**config.mk**
```make
export PLATFORM = sky130hd
export DESIGN_NAME = dslx_pipeline_rv_adapter
export DESIGN_NICKNAME = d
export VERILOG_FILES = /design/src/rtl/dslx_pipeline_rv_pkg.sv /design/src/rtl/dslx_rv_sync_fifo.sv /design/src/rtl/dslx_pipeline_rv_adapter.sv
export SDC_FILE = /design/constraint.sdc
export NUM_CORES = 1
export LEC_CHECK = 0
export CORE_MARGIN = 1.5
export CORE_UTILIZATION = 55
export DETAILED_ROUTE_END_ITERATION = 16
export DONT_BUFFER_PORTS = 1
export PLACE_DENSITY_LB_ADDON = 0.1
export SETUP_SLACK_MARGIN = 0.4
export SLEW_MARGIN = 0
export SYNTH_ARGS = -nofsm -noshare
export SYNTH_HDL_FRONTEND = slang
export SYNTH_SLANG_ARGS = --single-unit
```
**constraint.sdc**
```tcl
create_clock -name clk -period 4.8 [get_ports clk]
set_input_delay 0.48 -clock clk [delete_from_list [all_inputs] [get_ports clk]]
set_output_delay 0.48 -clock clk [all_outputs]
set_load 0.01 [all_outputs]
```
**src/rtl/dslx_pipeline_rv_pkg.sv**
```systemverilog
// Shared helpers for the DSLX pipeline valid/ready adapter.
// The payloads are opaque vectors, so this package holds only sizing helpers.
package dslx_pipeline_rv_pkg;

    // ceil(log2(value)), but never less than 1, so a one-entry structure still gets a 1-bit pointer.
    function automatic int clog2_min1(input int value);
        return (value <= 2) ? 1 : $clog2(value);
    endfunction

    // Width of the occupancy counters. The extra bit keeps inflight + fifo_cnt from wrapping.
    function automatic int count_width(input int latency, input int depth);
        int biggest;
        biggest = (latency > depth) ? latency : depth;
        return $clog2(biggest + 1) + 1;
    endfunction

endpackage

```
**src/rtl/dslx_rv_sync_fifo.sv**
```systemverilog
// Show-ahead synchronous FIFO with modulo-DEPTH pointers. DEPTH need not be a power of two.
// The head entry is always visible on head_data. A push into an empty FIFO
// becomes visible only after the write edge, because there is no bypass path.
module dslx_rv_sync_fifo
    import dslx_pipeline_rv_pkg::*;
#(
    parameter int W     = 32,
    parameter int DEPTH = 4
) (
    input  logic                         clk,
    input  logic                         rst,
    input  logic                         push,
    input  logic [W-1:0]                 push_data,
    input  logic                         pop,
    output logic [W-1:0]                 head_data,
    output logic [$clog2(DEPTH+1)-1:0]   count
);

    localparam int PW    = clog2_min1(DEPTH);
    localparam int CNT_W = $clog2(DEPTH + 1);

    logic [W-1:0]     mem_q [DEPTH];
    logic [W-1:0]     mem_d [DEPTH];
    logic [PW-1:0]    wr_ptr_q, wr_ptr_d;
    logic [PW-1:0]    rd_ptr_q, rd_ptr_d;
    logic [CNT_W-1:0] cnt_q, cnt_d;
    logic             do_push, do_pop;

    function automatic logic [PW-1:0] next_ptr(input logic [PW-1:0] ptr);
        return (ptr == PW'(DEPTH - 1)) ? '0 : ptr + 1'b1;
    endfunction

    assign do_pop    = pop && (cnt_q != '0);
    assign do_push   = push && (cnt_q != CNT_W'(DEPTH));
    assign head_data = mem_q[rd_ptr_q];
    assign count     = cnt_q;

    // Next-state for pointers, occupancy and storage; push and pop together leave the count unchanged.
    always_comb begin
        wr_ptr_d = wr_ptr_q;
        rd_ptr_d = rd_ptr_q;
        cnt_d    = cnt_q;
        mem_d    = mem_q;
        if (do_push) begin
            mem_d[wr_ptr_q] = push_data;
            wr_ptr_d        = next_ptr(wr_ptr_q);
        end
        if (do_pop) begin
            rd_ptr_d = next_ptr(rd_ptr_q);
        end
        case ({do_push, do_pop})
            2'b10:   cnt_d = cnt_q + 1'b1;
            2'b01:   cnt_d = cnt_q - 1'b1;
            default: cnt_d = cnt_q;
        endcase
    end

    // Control state resets asynchronously. Buffered results are discarded on reset.
    always_ff @(posedge clk or posedge rst) begin
        if (rst) begin
            wr_ptr_q <= '0;
            rd_ptr_q <= '0;
            cnt_q    <= '0;
        end else begin
            wr_ptr_q <= wr_ptr_d;
            rd_ptr_q <= rd_ptr_d;
            cnt_q    <= cnt_d;
        end
    end

    // Storage needs no reset because entries are only visible once the count covers them.
    always_ff @(posedge clk) begin
        mem_q <= mem_d;
    end

    // Upstream credit accounting makes a write into a full FIFO impossible.
    assert property (@(posedge clk) disable iff (rst) !(push && (cnt_q == CNT_W'(DEPTH))));

endmodule

```
**src/rtl/dslx_pipeline_rv_adapter.sv**
```systemverilog
// Valid/ready wrapper around a stall-free, fixed-latency DSLX pipeline.
// A valid shift register marks which pipeline slots carry real work.
// Results are captured into a FIFO. Issue is credit-limited, so results are
// never dropped while the downstream stalls.
module dslx_pipeline_rv_adapter
    import dslx_pipeline_rv_pkg::*;
#(
    parameter int IN_W       = 64,
    parameter int OUT_W      = 32,
    parameter int LATENCY    = 2,
    parameter int FIFO_DEPTH = 4
) (
    input  logic             clk,
    input  logic             rst,
    input  logic [IN_W-1:0]  in_data,
    input  logic             in_valid,
    output logic             in_ready,
    output logic [IN_W-1:0]  pipe_in,
    input  logic [OUT_W-1:0] pipe_out,
    output logic [OUT_W-1:0] out_data,
    output logic             out_valid,
    input  logic             out_ready
);

    localparam int CW  = count_width(LATENCY, FIFO_DEPTH);
    localparam int FCW = $clog2(FIFO_DEPTH + 1);

    logic [LATENCY-1:0] vld_sr_q, vld_sr_d;
    logic [CW-1:0]      inflight;
    logic [CW-1:0]      fifo_cnt;
    logic [FCW-1:0]     fifo_count_raw;
    logic               acc;
    logic               pop;
    logic               result_due;

    assign pipe_in    = in_data;
    assign fifo_cnt   = CW'(fifo_count_raw);
    assign in_ready   = !rst && ((inflight + fifo_cnt) < CW'(FIFO_DEPTH));
    assign acc        = in_valid && in_ready;
    assign result_due = vld_sr_q[LATENCY-1];
    assign out_valid  = (fifo_cnt != '0);
    assign pop        = out_valid && out_ready;

    // Count in-flight slots. A pop in the same cycle does not free a credit, which keeps in_ready off the out_ready path.
    always_comb begin
        inflight = '0;
        for (int i = 0; i < LATENCY; i++) begin
            inflight = inflight + CW'(vld_sr_q[i]);
        end
    end

    // The valid marker advances every edge because the pipeline never stalls. The cast drops the oldest bit.
    always_comb begin
        vld_sr_d = LATENCY'({vld_sr_q, acc});
    end

    // Clearing the shift register on reset makes any pre-reset results still in the pipeline invisible.
    always_ff @(posedge clk or posedge rst) begin
        if (rst) begin
            vld_sr_q <= '0;
        end else begin
            vld_sr_q <= vld_sr_d;
        end
    end

    dslx_rv_sync_fifo #(
        .W     (OUT_W),
        .DEPTH (FIFO_DEPTH)
    ) u_fifo (
        .clk       (clk),
        .rst       (rst),
        .push      (result_due),
        .push_data (pipe_out),
        .pop       (pop),
        .head_data (out_data),
        .count     (fifo_count_raw)
    );

endmodule
```
## Yosys cells after proc, flatten, opt, wreduce, memory -nomap -nowiden

Index checks and enable logic that the tools add are counted.

| storage, ports and cells | value |
|---|---|
| output and inout bits | 98 |
| input port bits | 100 |
| flip-flop bits (word level) | 137 |

| operators by class | value |
|---|---|
| mux-type cells | 9 |
| bitwise gates (word level) | 2 |
| reduce and logical (&&, ||, !) cells | 10 |
| $add $sub $neg | 6 |
| $lt $le $gt $ge | 4 |
| eq/ne operators | 5 |

Operators with widths:

| operator | number |
|---|---|
| bitwise mux 128 bit | 1 |
| two-way mux 32 bit | 3 |
| binary-select mux 32 bit (select 2 bit) | 1 |
| demux 32 bit (select 2 bit) | 1 |
| == test 2 bit, second input constant | 3 |
| >= comparator 3 bit, second input constant | 2 |
| logical AND 1 bit | 6 |
| NOT 2 -> 3 bit | 2 |
| one-hot mux 3 bit (2 select lines) | 1 |
| adder 2 x 1 -> 2 bit, second input constant | 2 |
| adder 4 x 3 -> 4 bit | 1 |
| less-than comparator 4 x 3 -> 1 bit, second input constant | 1 |
| two-way mux 2 bit | 2 |
| nonzero test 4 bit | 1 |
| adder 3 x 1 -> 3 bit, second input constant | 1 |
| less-than comparator 3 x 1 -> 1 bit, second input constant | 1 |
| inequality test 3 bit, second input constant | 1 |
| nonzero test 3 bit | 1 |
| subtractor 3 x 1 -> 3 bit, second input constant | 1 |
| adder 1 x 1 -> 2 bit | 1 |
| == test 2 x 1 -> 1 bit, second input constant | 1 |
| nonzero test 2 bit | 1 |
| logical NOT 1 bit | 1 |

## Depth between registers and ports, before layout

Gate-level depths: netlist (run 1).

| depth | value |
|---|---|
| depth after elaboration | 6 |
| mapped depth | 9 |
| mapped depth without buffers | 9 |

## By module

From an unflattened synthesis (run 1), not the netlist that was laid out.

| second synthesis, totals | value |
|---|---|
| cells, all modules | 283 |
| area, all modules | 5726.7 µm² |

By module, submodules not included:

| module | area each (µm²) | cells an instance | seq. area each (µm²) | instances |
|---|---|---|---|---|
| dslx_rv_sync_fifo | 5122.4 | 208 | 4018.9 | 1 |
| dslx_pipeline_rv_adapter | 604.3 | 75 | 50.0 | 1 |

## Worst setup path after synthesis (run 1)

Ideal clock, no wire load.

| timing | value |
|---|---|
| path kind | reg2reg |
| start | reg u_fifo.cnt_q[1], in the netlist u_fifo.count[1] |
| end | reg u_fifo.mem_q[0] (netlist bit), enable pin |
| data arrival time | 1.500 ns |
| path slack | 2.908 ns |
| data required time | 4.408 ns |
| buffers on the path | 0 |
| clock period less this slack | 1.892 ns |
| stages on the path, launching flop included | 4 |
| setup time | 0.392 ns |
| path through | dfrtp_1 inv_1 a31oi_4 and2_1 |

| between the ends | value |
|---|---|
| longest elaborated chain between the ends | 2 |

Ends and longest elaborated chain:

| item | line | RTL |
|---|---|---|
| from (decl) | dslx_rv_sync_fifo.sv:26 | `logic [CNT_W-1:0] cnt_q, cnt_d;` |
| from (signal assigned) | dslx_rv_sync_fifo.sv:67 | `cnt_q <= cnt_d;` |
| inequality test 3 bit | dslx_rv_sync_fifo.sv:34 | `assign do_push = push && (cnt_q != CNT_W'(DEPTH));` |
| logical AND 1 bit | dslx_rv_sync_fifo.sv:34 |  |
| to (signal assigned) | dslx_rv_sync_fifo.sv:73 | `mem_q <= mem_d;` |
| to (decl) | dslx_rv_sync_fifo.sv:22 | `logic [W-1:0] mem_q [DEPTH];` |

Every way passes these cells.
A chain may end at the register's enable or synchronous reset.

## Worst setup path in the final report (run 1)

| timing | value |
|---|---|
| start | reg u_fifo.rd_ptr_q[0] |
| end | out out_data[14] |

| between the ends | value |
|---|---|
| longest elaborated chain between the ends | 4 |

Ends and longest elaborated chain:

| item | line | RTL |
|---|---|---|
| from (decl) | dslx_rv_sync_fifo.sv:25 | `logic [PW-1:0] rd_ptr_q, rd_ptr_d;` |
| from (signal assigned) | dslx_rv_sync_fifo.sv:66 | `rd_ptr_q <= rd_ptr_d;` |
| NOT 2 -> 3 bit (implied by the code) | dslx_rv_sync_fifo.sv:35 | `assign head_data = mem_q[rd_ptr_q];` |
| binary-select mux 32 bit (select 2 bit) | dslx_rv_sync_fifo.sv:35 |  |
| two-way mux 32 bit (implied by the code) (2 in series) | dslx_rv_sync_fifo.sv:35 |  |
| to (decl) | dslx_pipeline_rv_adapter.sv:20 | `output logic [OUT_W-1:0] out_data,` |

Every way passes these cells. The select of a mux whose other input is x is not followed.

==> results of run 1 <==
==> through the flow <==
stage                     instance area [um^2]  instances
after CTS                                 5900        374
after detailed placement                  5310        342
after global routing                      5900        374
after floorplan                           5700        280
final                                     5900        374
after global placement                    5310        342
==> metal layers <==
metal | share of wire [%] | GRT usage [%] | routed length [um] | up-vias
li1 | - | - | - | 917
met1 | 35 | 17.2 | 3010 | 1093
met2 | 52 | 28.3 | 4420 | 87
met3 | 9.4 | 8.17 | 799 | 56
met4 | 3.2 | 7.93 | 272 | 0
met5 | 0 | 0 | 0 | -
==> layout make-up <==
class | count | share of cell area [%]
Inverter | 9 | 0.573
Sequential cell | 137 | 69.0
Tap cell | 133 | 2.82
Multi-Input combinational cell | 62 | 17.6
Clock buffer | 18 | 7.09
Clock inverter | 13 | 2.61
Timing Repair Buffer | 2 | 0.297
==> sequential cells by signal, indices dropped and copies added (netlist names) <==
signal / cells
vld_sr_q: 2
u_fifo.mem_q: 128
u_fifo.wr_ptr_q: 2
u_fifo.rd_ptr_q: 2
u_fifo.count: 3
==> cell families (layout without fill, tap and decap cells) <==
family,after synthesis,in the layout,synth area share (%)
xor+xnor,3,3,0.461
compound gates,1,1,0.373
buf+inv,81,42,10.6
mux,37,37,13.9
flops,137,137,71.3
simple gates,12,12,1.27
fa+ha+maj,9,9,2.11
==> synth_stat cells (2+ instances only) <==
master and number:
sky130_fd_sc_hd__edfxtp_1 128, sky130_fd_sc_hd__buf_4 64, sky130_fd_sc_hd__mux4_2 28, sky130_fd_sc_hd__dfrtp_1 9
sky130_fd_sc_hd__inv_1 9, sky130_fd_sc_hd__ha_1 8, sky130_fd_sc_hd__and2_1 5, sky130_fd_sc_hd__mux2_2 4
sky130_fd_sc_hd__mux4_1 4, sky130_fd_sc_hd__buf_12 3, sky130_fd_sc_hd__buf_2 3, sky130_fd_sc_hd__nor2_1 3
sky130_fd_sc_hd__xor2_1 2
==> power groups by stage <==
| stage | Sequential, mW | Clock [mW] | Combinational, mW |
|---|---|---|---|
| after floorplan | 1.49 | 0 | 0.747 |
| after global routing | 1.60 | 1.30 | 0.691 |
| final | 1.57 | 1.23 | 0.635 |
| after detailed placement | 1.61 | 0 | 0.649 |
| after global placement | 1.59 | 0 | 0.627 |
| after CTS | 1.58 | 1.25 | 0.652 |
==> final timing paths <==
kind,endpoint,cells past startpoint
max in group asynchronous,u_fifo.rd_ptr_q[0]$_DFFE_PP0P_,2
min in group asynchronous,u_fifo.count[0]$_DFFE_PP0P_,2
min,u_fifo.mem_q[6]$_DFFE_PP_,0
min reg2reg,vld_sr_q[1]$_DFF_PP0_,0
max reg2reg,u_fifo.count[1]$_DFFE_PP0P_,7
max,out_data[14],1
==> out/metrics.json, run 1 <==
{
  "maximum_net_fanout_on_the_critical_path": {"value": 35},
  "timing.final.hold_violations": {"value": 0},
  "vias": {"value": 2153},
  "detail_route.iter0.violations": {"value": 86},
  "final_antenna_net_count": {"value": 0},
  "tritoncts_num_sinks": {"value": 137},
  "cts_setup_buffers": {"value": 0},
  "syn_area_per_cell": {"value": 20.4, "unit": "um^2"},
  "ys_seq_area_share": {"value": 71.3, "unit": "%"},
  "setup_slack": {"value": 1990, "unit": "ps"},
  "finalSetupViolCount": {"value": 0},
  "pre_cts_ws": {"value": 2440, "unit": "ps"},
  "cts_inserted_buffers": {"value": 17},
  "antenna_cells_inserted": {"value": 0},
  "synth_largest_area_cell": {"value": "sky130_fd_sc_hd__edfxtp_1"},
  "status": {"value": "complete, no violations"},
  "crit_type": {"value": "flop to output port"},
  "postCtsResizedCells": {"value": 0},
  "number_of_flops_mapped_to_enable_cells_by_yosys": {"value": 128},
  "count_of_fill_cells_added_during_filler_insertion": {"value": 730},
  "worst-slew-pin-transition": {"value": 1100, "unit": "ps"},
  "launch_point_of_the_worst_reg_to_reg_path": {"value": "u_fifo.count[0]$_DFFE_PP0P_"},
  "cpPeakStageDelay": {"value": 1090, "unit": "ps"},
  "most-common-layout-cells": {"value": "128 x sky130_fd_sc_hd__edfxtp_1, 28 x sky130_fd_sc_hd__mux4_2, 16 x sky130_fd_sc_hd__clkbuf_16, 9 x sky130_fd_sc_hd__inv_1"},
  "yosys.cell_types.count": {"value": 23},
  "finalPower": {"value": 3.44, "unit": "mW"},
  "worstHoldPathType": {"value": "primary input to flop"},
  "critPathRequiredTime": {"value": 4320, "unit": "ps"},
  "grt.total_usage": {"value": 16.7, "unit": "%"},
  "pwr-share-clk": {"value": 35.8, "unit": "%"},
  "vias_in_the_first_global_route": {"value": 2450},
  "swShare": {"value": 26.2, "unit": "%"},
  "slowest_stage": {"value": "sky130_fd_sc_hd__dfrtp_2"},
  "ff2ff_setup_slack": {"value": 2830, "unit": "ps"},
  "syn_area": {"value": 5700, "unit": "um^2"},
  "drive_gt1_share": {"value": 28.2, "unit": "%"},
  "layout_commonest_cell": {"value": "sky130_fd_sc_hd__edfxtp_1"},
  "clkLatencyLatePin": {"value": 490, "unit": "ps"},
  "finalCriticalPeriod": {"value": 2810, "unit": "ps"},
  "timing.critical_path.from_type": {"value": "flop"},
  "placement_rows": {"value": 36},
  "setup-tns-final": {"value": 0, "unit": "ps"},
  "p_leak": {"value": 1.95, "unit": "nW"},
  "die_area": {"value": 11000, "unit": "um^2"},
  "cts_hold_buffers": {"value": 1},
  "total_switching_power": {"value": 0.902, "unit": "mW"},
  "p_per_area": {"value": 583, "unit": "nW/um^2"},
  "maximum_clock_rate": {"value": 355, "unit": "MHz"},
  "cts-root-to-sink-buffers": {"value": 2},
  "finalCoreUtilization": {"value": 59.5, "unit": "%"},
  "category_of_cells_accounting_for_the_largest_share_of_critical_path_delay": {"value": "flip-flops"},
  "grt_antenna_before_repair": {"value": 0},
  "yosys.area.top_type_share": {"value": 67.4, "unit": "%"},
  "share_seq_of_total_power": {"value": 45.8, "unit": "%"},
  "dieHeight": {"value": 105, "unit": "um"},
  "hold-worst-slack": {"value": 75.3, "unit": "ps"},
  "ys_seq_elements": {"value": 137},
  "globalplace.congestion": {"value": 0.662},
  "rsz_0062_raised_after_global_routing": {"value": "no"},
  "max_slew_margin": {"value": 26.7, "unit": "%"},
  "area_growth_syn_to_layout": {"value": 3.36, "unit": "%"},
  "critical_path.cell_chain": {"value": "mux4_1"},
  "grt_pass1_wl": {"value": 13300, "unit": "um"},
  "dominantRegCellSynth": {"value": "sky130_fd_sc_hd__edfxtp_1"},
  "grt.overflow.total": {"value": 0},
  "comb_power_share": {"value": 18.5, "unit": "%"},
  "die-width": {"value": 105, "unit": "um"},
  "final.period_utilization": {"value": 58.6, "unit": "%"},
  "max_cap_viol_count": {"value": 0},
  "netlist_instances": {"value": 280},
  "floorplan.initialDensity": {"value": 57.6, "unit": "%"},
  "tritoncts": {"value": "yes"},
  "dr.pass1.iters": {"value": 4},
  "vdd_ir_drop_max": {"value": 0.409, "unit": "mV"},
  "design.core.area": {"value": 9910, "unit": "um^2"},
  "grt_max_degree": {"value": 36},
  "clock-root-buffer": {"value": "sky130_fd_sc_hd__clkbuf_8"},
  "final_nets": {"value": 338},
  "worst_skew": {"value": 5.53, "unit": "ps"},
  "hpwlAfterDp": {"value": 5440, "unit": "um"},
  "clk_pin_slew_worst_paths": {"value": 60, "unit": "ps"},
  "cp-end-kind": {"value": "output port"},
  "io_buffers": {"value": 0},
  "syn_nets": {"value": 389},
  "synthesis.yosys.warnings": {"value": 0},
  "ios": {"value": 198},
  "htree_depth": {"value": 4},
  "async_reset_ff_share": {"value": 6.57, "unit": "%"},
  "wire_per_inst": {"value": 22.7, "unit": "um"},
  "timing.final.max_slew_violations": {"value": 0},
  "synth_area_leaders": {"value": "sky130_fd_sc_hd__edfxtp_1 67%, sky130_fd_sc_hd__mux4_2 11%, sky130_fd_sc_hd__buf_4 8.4%"},
  "crit_buf_inv": {"value": 0},
  "drc": {"value": 0},
  "hp-start": {"value": "pipe_out[6]"},
  "crit_arrival": {"value": 2330, "unit": "ps"},
  "register_area": {"value": 4070, "unit": "um^2"},
  "startpoint": {"value": "u_fifo.rd_ptr_q[0]$_DFFE_PP0P_"},
  "vias_per_cell": {"value": 5.76},
  "multi_input_area": {"value": 1040, "unit": "um^2"},
  "cellInternalPower": {"value": 2.54, "unit": "mW"},
  "route.final.wire_length": {"value": 8500, "unit": "um"}
}
(Power assumes the default switching activity.)
==> run 2, diff against run 1 <==
Clock period 4.8 ns to 2.73 ns, I/O delays scaled along.
==> run 2 against run 1 <==
  * Critical path depth grew 1
  * Largest cell class unchanged
  * Via count grew 9.3%
  * Routed wire length grew 3.8%
  * Clock power grew 72%
  * Cell count grew 11%
==> out/metrics.json, run 2 (synthesis gave the netlist of run 1 again) <==
{
  "status": {"value": "complete, no violations"},
  "final_nets": {"value": 380},
  "max_cap_viol_count": {"value": 0},
  "die-width": {"value": 105, "unit": "um"},
  "placement_rows": {"value": 36},
  "vias_per_cell": {"value": 5.65},
  "ios": {"value": 198},
  "hpwlAfterDp": {"value": 5800, "unit": "um"},
  "grt_pass1_wl": {"value": 13900, "unit": "um"},
  "floorplan.initialDensity": {"value": 57.6, "unit": "%"},
  "swShare": {"value": 27.2, "unit": "%"},
  "drc": {"value": 0},
  "drive_gt1_share": {"value": 28.5, "unit": "%"},
  "route.final.wire_length": {"value": 8820, "unit": "um"},
  "p_leak": {"value": 2.14, "unit": "nW"},
  "final.period_utilization": {"value": 80.3, "unit": "%"},
  "tritoncts_num_sinks": {"value": 137},
  "antenna_cells_inserted": {"value": 0},
  "finalPower": {"value": 6.15, "unit": "mW"},
  "dr.pass1.iters": {"value": 4},
  "maximum_clock_rate": {"value": 456, "unit": "MHz"},
  "share_seq_of_total_power": {"value": 43.3, "unit": "%"},
  "wire_per_inst": {"value": 21.2, "unit": "um"},
  "topRoutingLayerUsed": {"value": "met4"},
  "timing.critical_path.from_type": {"value": "flop"},
  "max_slew_margin": {"value": 67.3, "unit": "%"},
  "largest_register": {"value": "u_fifo.mem_q"},
  "layout_commonest_cell": {"value": "sky130_fd_sc_hd__edfxtp_1"},
  "vias_in_the_first_global_route": {"value": 2566},
  "comb_power_share": {"value": 22.1, "unit": "%"},
  "pwr-share-clk": {"value": 34.5, "unit": "%"},
  "worst_skew": {"value": 9.51, "unit": "ps"},
  "rsz_0062_raised_after_global_routing": {"value": "no"},
  "timing.final.max_slew_violations": {"value": 0},
  "cellInternalPower": {"value": 4.48, "unit": "mW"},
  "setup_slack": {"value": 537, "unit": "ps"},
  "met3_length": {"value": 666, "unit": "um"},
  "grt_max_degree": {"value": 28},
  "max_reg_flops": {"value": 128},
  "crit_type": {"value": "flop to output port"},
  "globalplace.congestion": {"value": 0.689},
  "htree_depth": {"value": 4},
  "grt.overflow.total": {"value": 0},
  "worstHoldPathType": {"value": "primary input to flop"},
  "die_area": {"value": 11000, "unit": "um^2"},
  "cts_inserted_buffers": {"value": 17},
  "clkLatencyLatePin": {"value": 500, "unit": "ps"},
  "pre_cts_ws": {"value": 738, "unit": "ps"},
  "dieHeight": {"value": 105, "unit": "um"},
  "clk_pin_slew_worst_paths": {"value": 60, "unit": "ps"},
  "p_per_area": {"value": 974, "unit": "nW/um^2"},
  "area_growth_syn_to_layout": {"value": 10.7, "unit": "%"},
  "tritoncts": {"value": "yes"},
  "maximum_net_fanout_on_the_critical_path": {"value": 20},
  "total_switching_power": {"value": 1.67, "unit": "mW"},
  "cts-root-to-sink-buffers": {"value": 2},
  "critical_path.cell_chain": {"value": "buf_4 -> mux4_1"},
  "detail_route.iter0.violations": {"value": 141},
  "grt.total_usage": {"value": 16.9, "unit": "%"},
  "setup-tns-final": {"value": 0, "unit": "ps"},
  "final_antenna_net_count": {"value": 0},
  "most-common-layout-cells": {"value": "128 x sky130_fd_sc_hd__edfxtp_1, 35 x sky130_fd_sc_hd__dlygate4sd3_1, 28 x sky130_fd_sc_hd__mux4_2, 16 x sky130_fd_sc_hd__clkbuf_16, 9 x sky130_fd_sc_hd__inv_1"},
  "io_buffers": {"value": 0},
  "finalCoreUtilization": {"value": 63.7, "unit": "%"},
  "crit_arrival": {"value": 1920, "unit": "ps"},
  "clock-root-buffer": {"value": "sky130_fd_sc_hd__clkbuf_8"},
  "design.core.area": {"value": 9910, "unit": "um^2"},
  "critPathRequiredTime": {"value": 2460, "unit": "ps"},
  "met1_length": {"value": 3380, "unit": "um"},
  "cp-end-kind": {"value": "output port"},
  "finalCriticalPeriod": {"value": 2190, "unit": "ps"},
  "worst-slew-pin-transition": {"value": 490, "unit": "ps"},
  "slowest_stage": {"value": "sky130_fd_sc_hd__dfrtp_2"},
  "cpPeakStageDelay": {"value": 670, "unit": "ps"},
  "vdd_ir_drop_max": {"value": 0.509, "unit": "mV"},
  "grt_antenna_before_repair": {"value": 0},
  "vias": {"value": 2354},
  "finalSetupViolCount": {"value": 0},
  "timing.final.hold_violations": {"value": 0},
  "routed-wl-met2": {"value": 4500, "unit": "um"}
}
## run 2: cell count changes in the layout (fill, tap and decap cells not counted), moves of 2 or more
cell | previous run | this run
sky130_fd_sc_hd__dlygate4sd3_1 | 1 | 35
sky130_fd_sc_hd__clkinv_4 | 3 | 5
sky130_fd_sc_hd__clkinv_1 | 3 | 1
sky130_fd_sc_hd__buf_4 | 1 | 8
## run 2: worst paths after layout
check                                                    start                             end  slack, ps  depth (start not counted)
worst max-delay path            u_fifo.rd_ptr_q[1]$_DFFE_PP0P_                    out_data[13]        540                          2
worst min-delay path                                 out_ready  u_fifo.rd_ptr_q[0]$_DFFE_PP0P_         20                          2
worst max register to register     u_fifo.count[2]$_DFFE_PP0P_     u_fifo.count[2]$_DFFE_PP0P_        790                          9
worst min register to register           vld_sr_q[0]$_DFF_PP0_           vld_sr_q[1]$_DFF_PP0_        400                          0
max in group asynchronous                                  rst  u_fifo.rd_ptr_q[1]$_DFFE_PP0P_       2270                          2
min in group asynchronous                                  rst     u_fifo.count[2]$_DFFE_PP0P_        180                          2
## run 2: through the flow
| stage | std cells | hold WS (ps) | area, um^2 |
|---|---|---|---|
| floorplan | 280 | 101 | 5700 |
| finish | 417 | 23.2 | 6310 |
| detailed placement | 348 | 147 | 5370 |
| global placement | 348 | 136 | 5370 |
| CTS | 414 | 4.14 | 6280 |
| global route | 417 | 15.0 | 6310 |
## run 2: per-layer routing
layer,up-vias,track usage (%)
met5,-,0
met4,0,8.41
met3,56,6.30
met2,85,27.5
met1,1200,20.0
li1,1013,-
## run 2: worst max-delay path, delay by kind of cell, from the launching register on
| kind | cells | cell delay, ps |
|---|---|---|
| multiplexers | 1 | 410 |
| buffers and inverters | 1 | 330 |
| flip-flops | 1 | 670 |
## run 2: layout make-up
cell class | count | area (um^2)
repair buffers | 44 | 430
clock inverters | 14 | 150
flip-flops and latches | 137 | 4070
clock buffers | 18 | 418
multi-input cells | 62 | 1040
inverters | 9 | 33.8
fillers | 679 | 3600
well taps | 133 | 166
## run 2: power by group through the flow
stage          Sequential, mW  Clock [mW]  Combinational [mW]
4_1_cts                  2.68        2.17                1.35
3_3_place_gp             2.70           0                1.26
2_1_floorplan            2.61           0                1.31
6_report                 2.67        2.12                1.36
3_5_place_dp             2.73           0                1.29
5_1_grt                  2.69        2.25                1.48
## run 2: what timing repair did
item                                    CTS  global route
endpoints found under the setup margin   15             5
hold endpoints to repair                138             1
hold buffers                             34             1
gates resized for setup                   1             1
setup buffers                             0             2
==> run 3, diff against run 2 <==
Clock period 2.73 ns to 2.3 ns, I/O delays scaled along.
==> run 3 against run 2 <==
  * Sequential power up 15%
  * Die area unchanged
  * Highest routed layer unchanged
  * Clock power up 21%
  * Cell area up 4.3%
  * Core utilization up 2.8 points
  * Critical path depth up 2
  * Via count up 1.8%
  * Global-route usage up 0.87 points
  * Clock skew down 0.98 ps
  * Hold slack better by 190 ps
  * Largest cell class unchanged
==> out/metrics.json, run 3 (synthesis gave the netlist of run 1 again) <==
{
  "most-common-layout-cells": {"value": "128 x sky130_fd_sc_hd__edfxtp_1, 35 x sky130_fd_sc_hd__dlygate4sd3_1, 32 x sky130_fd_sc_hd__mux4_2, 19 x sky130_fd_sc_hd__clkbuf_16, 9 x sky130_fd_sc_hd__buf_4"},
  "max_cap_viol_count": {"value": 0},
  "vias_in_the_first_global_route": {"value": 2659},
  "detail_route.iter0.violations": {"value": 151},
  "floorplan.initialDensity": {"value": 57.6, "unit": "%"},
  "final.period_utilization": {"value": 85.8, "unit": "%"},
  "timing.final.max_slew_violations": {"value": 0},
  "finalSetupViolCount": {"value": 0},
  "worst_skew": {"value": 8.54, "unit": "ps"},
  "grt.total_usage": {"value": 17.8, "unit": "%"},
  "dr.pass1.iters": {"value": 6},
  "max_slew_margin": {"value": 71.8, "unit": "%"},
  "ios": {"value": 198},
  "vias": {"value": 2397},
  "wire_per_inst": {"value": 22.2, "unit": "um"},
  "layout_commonest_cell": {"value": "sky130_fd_sc_hd__edfxtp_1"},
  "vdd_ir_drop_max": {"value": 0.679, "unit": "mV"},
  "route.final.wire_length": {"value": 9490, "unit": "um"},
  "vias_per_cell": {"value": 5.60},
  "worst-slew-pin-transition": {"value": 422, "unit": "ps"},
  "design.core.area": {"value": 9910, "unit": "um^2"},
  "post_dp_cell_area": {"value": 5420, "unit": "um^2"},
  "crit_type": {"value": "flop to output port"},
  "cts_inserted_buffers": {"value": 17},
  "max_reg_flops": {"value": 128},
  "clk_pin_slew_worst_paths": {"value": 60, "unit": "ps"},
  "critPathRequiredTime": {"value": 2070, "unit": "ps"},
  "grt_pass1_wl": {"value": 14600, "unit": "um"},
  "antenna_cells_inserted": {"value": 0},
  "tritoncts_num_sinks": {"value": 137},
  "dieHeight": {"value": 105, "unit": "um"},
  "status": {"value": "complete, no violations"},
  "finalCriticalPeriod": {"value": 1970, "unit": "ps"},
  "finish.cell_count_without_fillers": {"value": 428},
  "worstHoldPathType": {"value": "primary input to async pin"},
  "die_area": {"value": 11000, "unit": "um^2"},
  "area_growth_syn_to_layout": {"value": 15.5, "unit": "%"},
  "final_antenna_net_count": {"value": 0},
  "setup-tns-final": {"value": 0, "unit": "ps"},
  "cp-end-kind": {"value": "output port"},
  "rsz_0062_raised_after_global_routing": {"value": "yes"},
  "timing.critical_path.from_type": {"value": "flop"},
  "drc": {"value": 0},
  "tritoncts": {"value": "yes"},
  "maximum_clock_rate": {"value": 507, "unit": "MHz"},
  "grt_max_degree": {"value": 22},
  "placed_cells": {"value": 349},
  "clkLatencyLatePin": {"value": 490, "unit": "ps"},
  "p_per_area": {"value": 1190, "unit": "nW/um^2"},
  "finalPower": {"value": 7.84, "unit": "mW"},
  "largest_register": {"value": "u_fifo.mem_q"},
  "hpwlAfterDp": {"value": 5750, "unit": "um"},
  "placement_rows": {"value": 36},
  "p_leak": {"value": 2.22, "unit": "nW"},
  "timing.final.hold_violations": {"value": 0},
  "htree_depth": {"value": 4},
  "final_nets": {"value": 392},
  "clock-root-buffer": {"value": "sky130_fd_sc_hd__clkbuf_8"},
  "stdcell_area": {"value": 6590, "unit": "um^2"},
  "grt.overflow.total": {"value": 0},
  "grt_antenna_before_repair": {"value": 0},
  "maximum_net_fanout_on_the_critical_path": {"value": 2},
  "crit_arrival": {"value": 1740, "unit": "ps"},
  "cts-root-to-sink-buffers": {"value": 2},
  "globalplace.congestion": {"value": 0.729},
  "count_of_fill_cells_added_during_filler_insertion": {"value": 644},
  "die-width": {"value": 105, "unit": "um"},
  "drive_gt1_share": {"value": 35.6, "unit": "%"},
  "io_buffers": {"value": 0}
}
-- run 3: cell count changes in the layout (fill, tap and decap cells not counted), moves of 2 or more --
cell / previous run / this run
sky130_fd_sc_hd__buf_12: 1 / 8
sky130_fd_sc_hd__clkbuf_16: 16 / 19
sky130_fd_sc_hd__clkinv_1: 1 / 3
sky130_fd_sc_hd__clkinv_4: 5 / 3
sky130_fd_sc_hd__ha_1: 8 / 5
sky130_fd_sc_hd__ha_4: 0 / 2
sky130_fd_sc_hd__inv_1: 9 / 4
sky130_fd_sc_hd__inv_2: 0 / 4
sky130_fd_sc_hd__mux4_1: 4 / 0
sky130_fd_sc_hd__mux4_2: 28 / 32
-- run 3: timing repair --
item                                    in CTS  in global routing
cloned                                       0                  4
setup buffers                                5                  4
hold buffers                                35                  0
endpoints found under the setup margin      35                 35
pin swaps                                    7                  7
hold endpoints to repair                   140                  0
gates resized for setup                     21                  8
-- run 3: where the power goes --
| part | switching [mW] | leakage (nW) | internal, mW |
|---|---|---|---|
| clock | 0.932 | 0.276 | 1.63 |
| combinational | 1.07 | 0.682 | 1.14 |
| sequential | 0.0924 | 1.26 | 2.98 |
| total | 2.09 | 2.22 | 5.75 |
-- run 3: path summary, 6_finish.rpt --
kind	startpoint	to	slack (ps)	cells after the start
min reg2reg	vld_sr_q[0]$_DFF_PP0_	vld_sr_q[1]$_DFF_PP0_	410	0
min	rst	u_fifo.wr_ptr_q[1]$_DFFE_PP0P_	210	2
max	vld_sr_q[1]$_DFF_PP0_	in_ready	330	4
max in group asynchronous	rst	u_fifo.rd_ptr_q[0]$_DFFE_PP0P_	1800	2
max reg2reg	u_fifo.count[1]$_DFFE_PP0P_	u_fifo.count[2]$_DFFE_PP0P_	430	9
min in group clk	in_valid	vld_sr_q[0]$_DFF_PP0_	400	2
-- run 3: routing by layer --
layer  global-route usage, %  up-vias  part of all wire, %
li1                        -     1032                    -
met1                    20.4     1228                   38
met2                    30.1       84                   53
met3                    6.43       53                  6.6
met4                    7.93        0                  2.6
met5                       0        -                    0
-- run 3: worst max-delay path, cell delays in order (launching register included) --
cell                      delay, ps
sky130_fd_sc_hd__dfrtp_1        390
sky130_fd_sc_hd__ha_2           200
sky130_fd_sc_hd__ha_4           210
sky130_fd_sc_hd__and3_4         170
sky130_fd_sc_hd__nor4_4         280
-- run 3: stage by stage --
step | utilization, % | worst slack (ps) | hold WS (ps)
2_1_floorplan | - | 408 | 57.9
3_3_place_gp | 54.7 | 419 | 83.7
3_5_place_dp | 54.7 | 335 | 99.2
4_1_cts | 64.9 | 309 | 190
5_1_grt | 66.5 | 269 | 245
6_report | 66.5 | 326 | 214
-- run 3: layout make-up --
cell class / instances / area [um^2] / share of cell area, %
clock inverters: 14 / 158 / 2.39
multi-input cells: 62 / 1080 / 16.3
flip-flops and latches: 137 / 4070 / 61.8
repair buffers: 56 / 664 / 10.1
well taps: 133 / 166 / 2.53
inverters: 9 / 36.3 / 0.551
clock buffers: 17 / 414 / 6.29
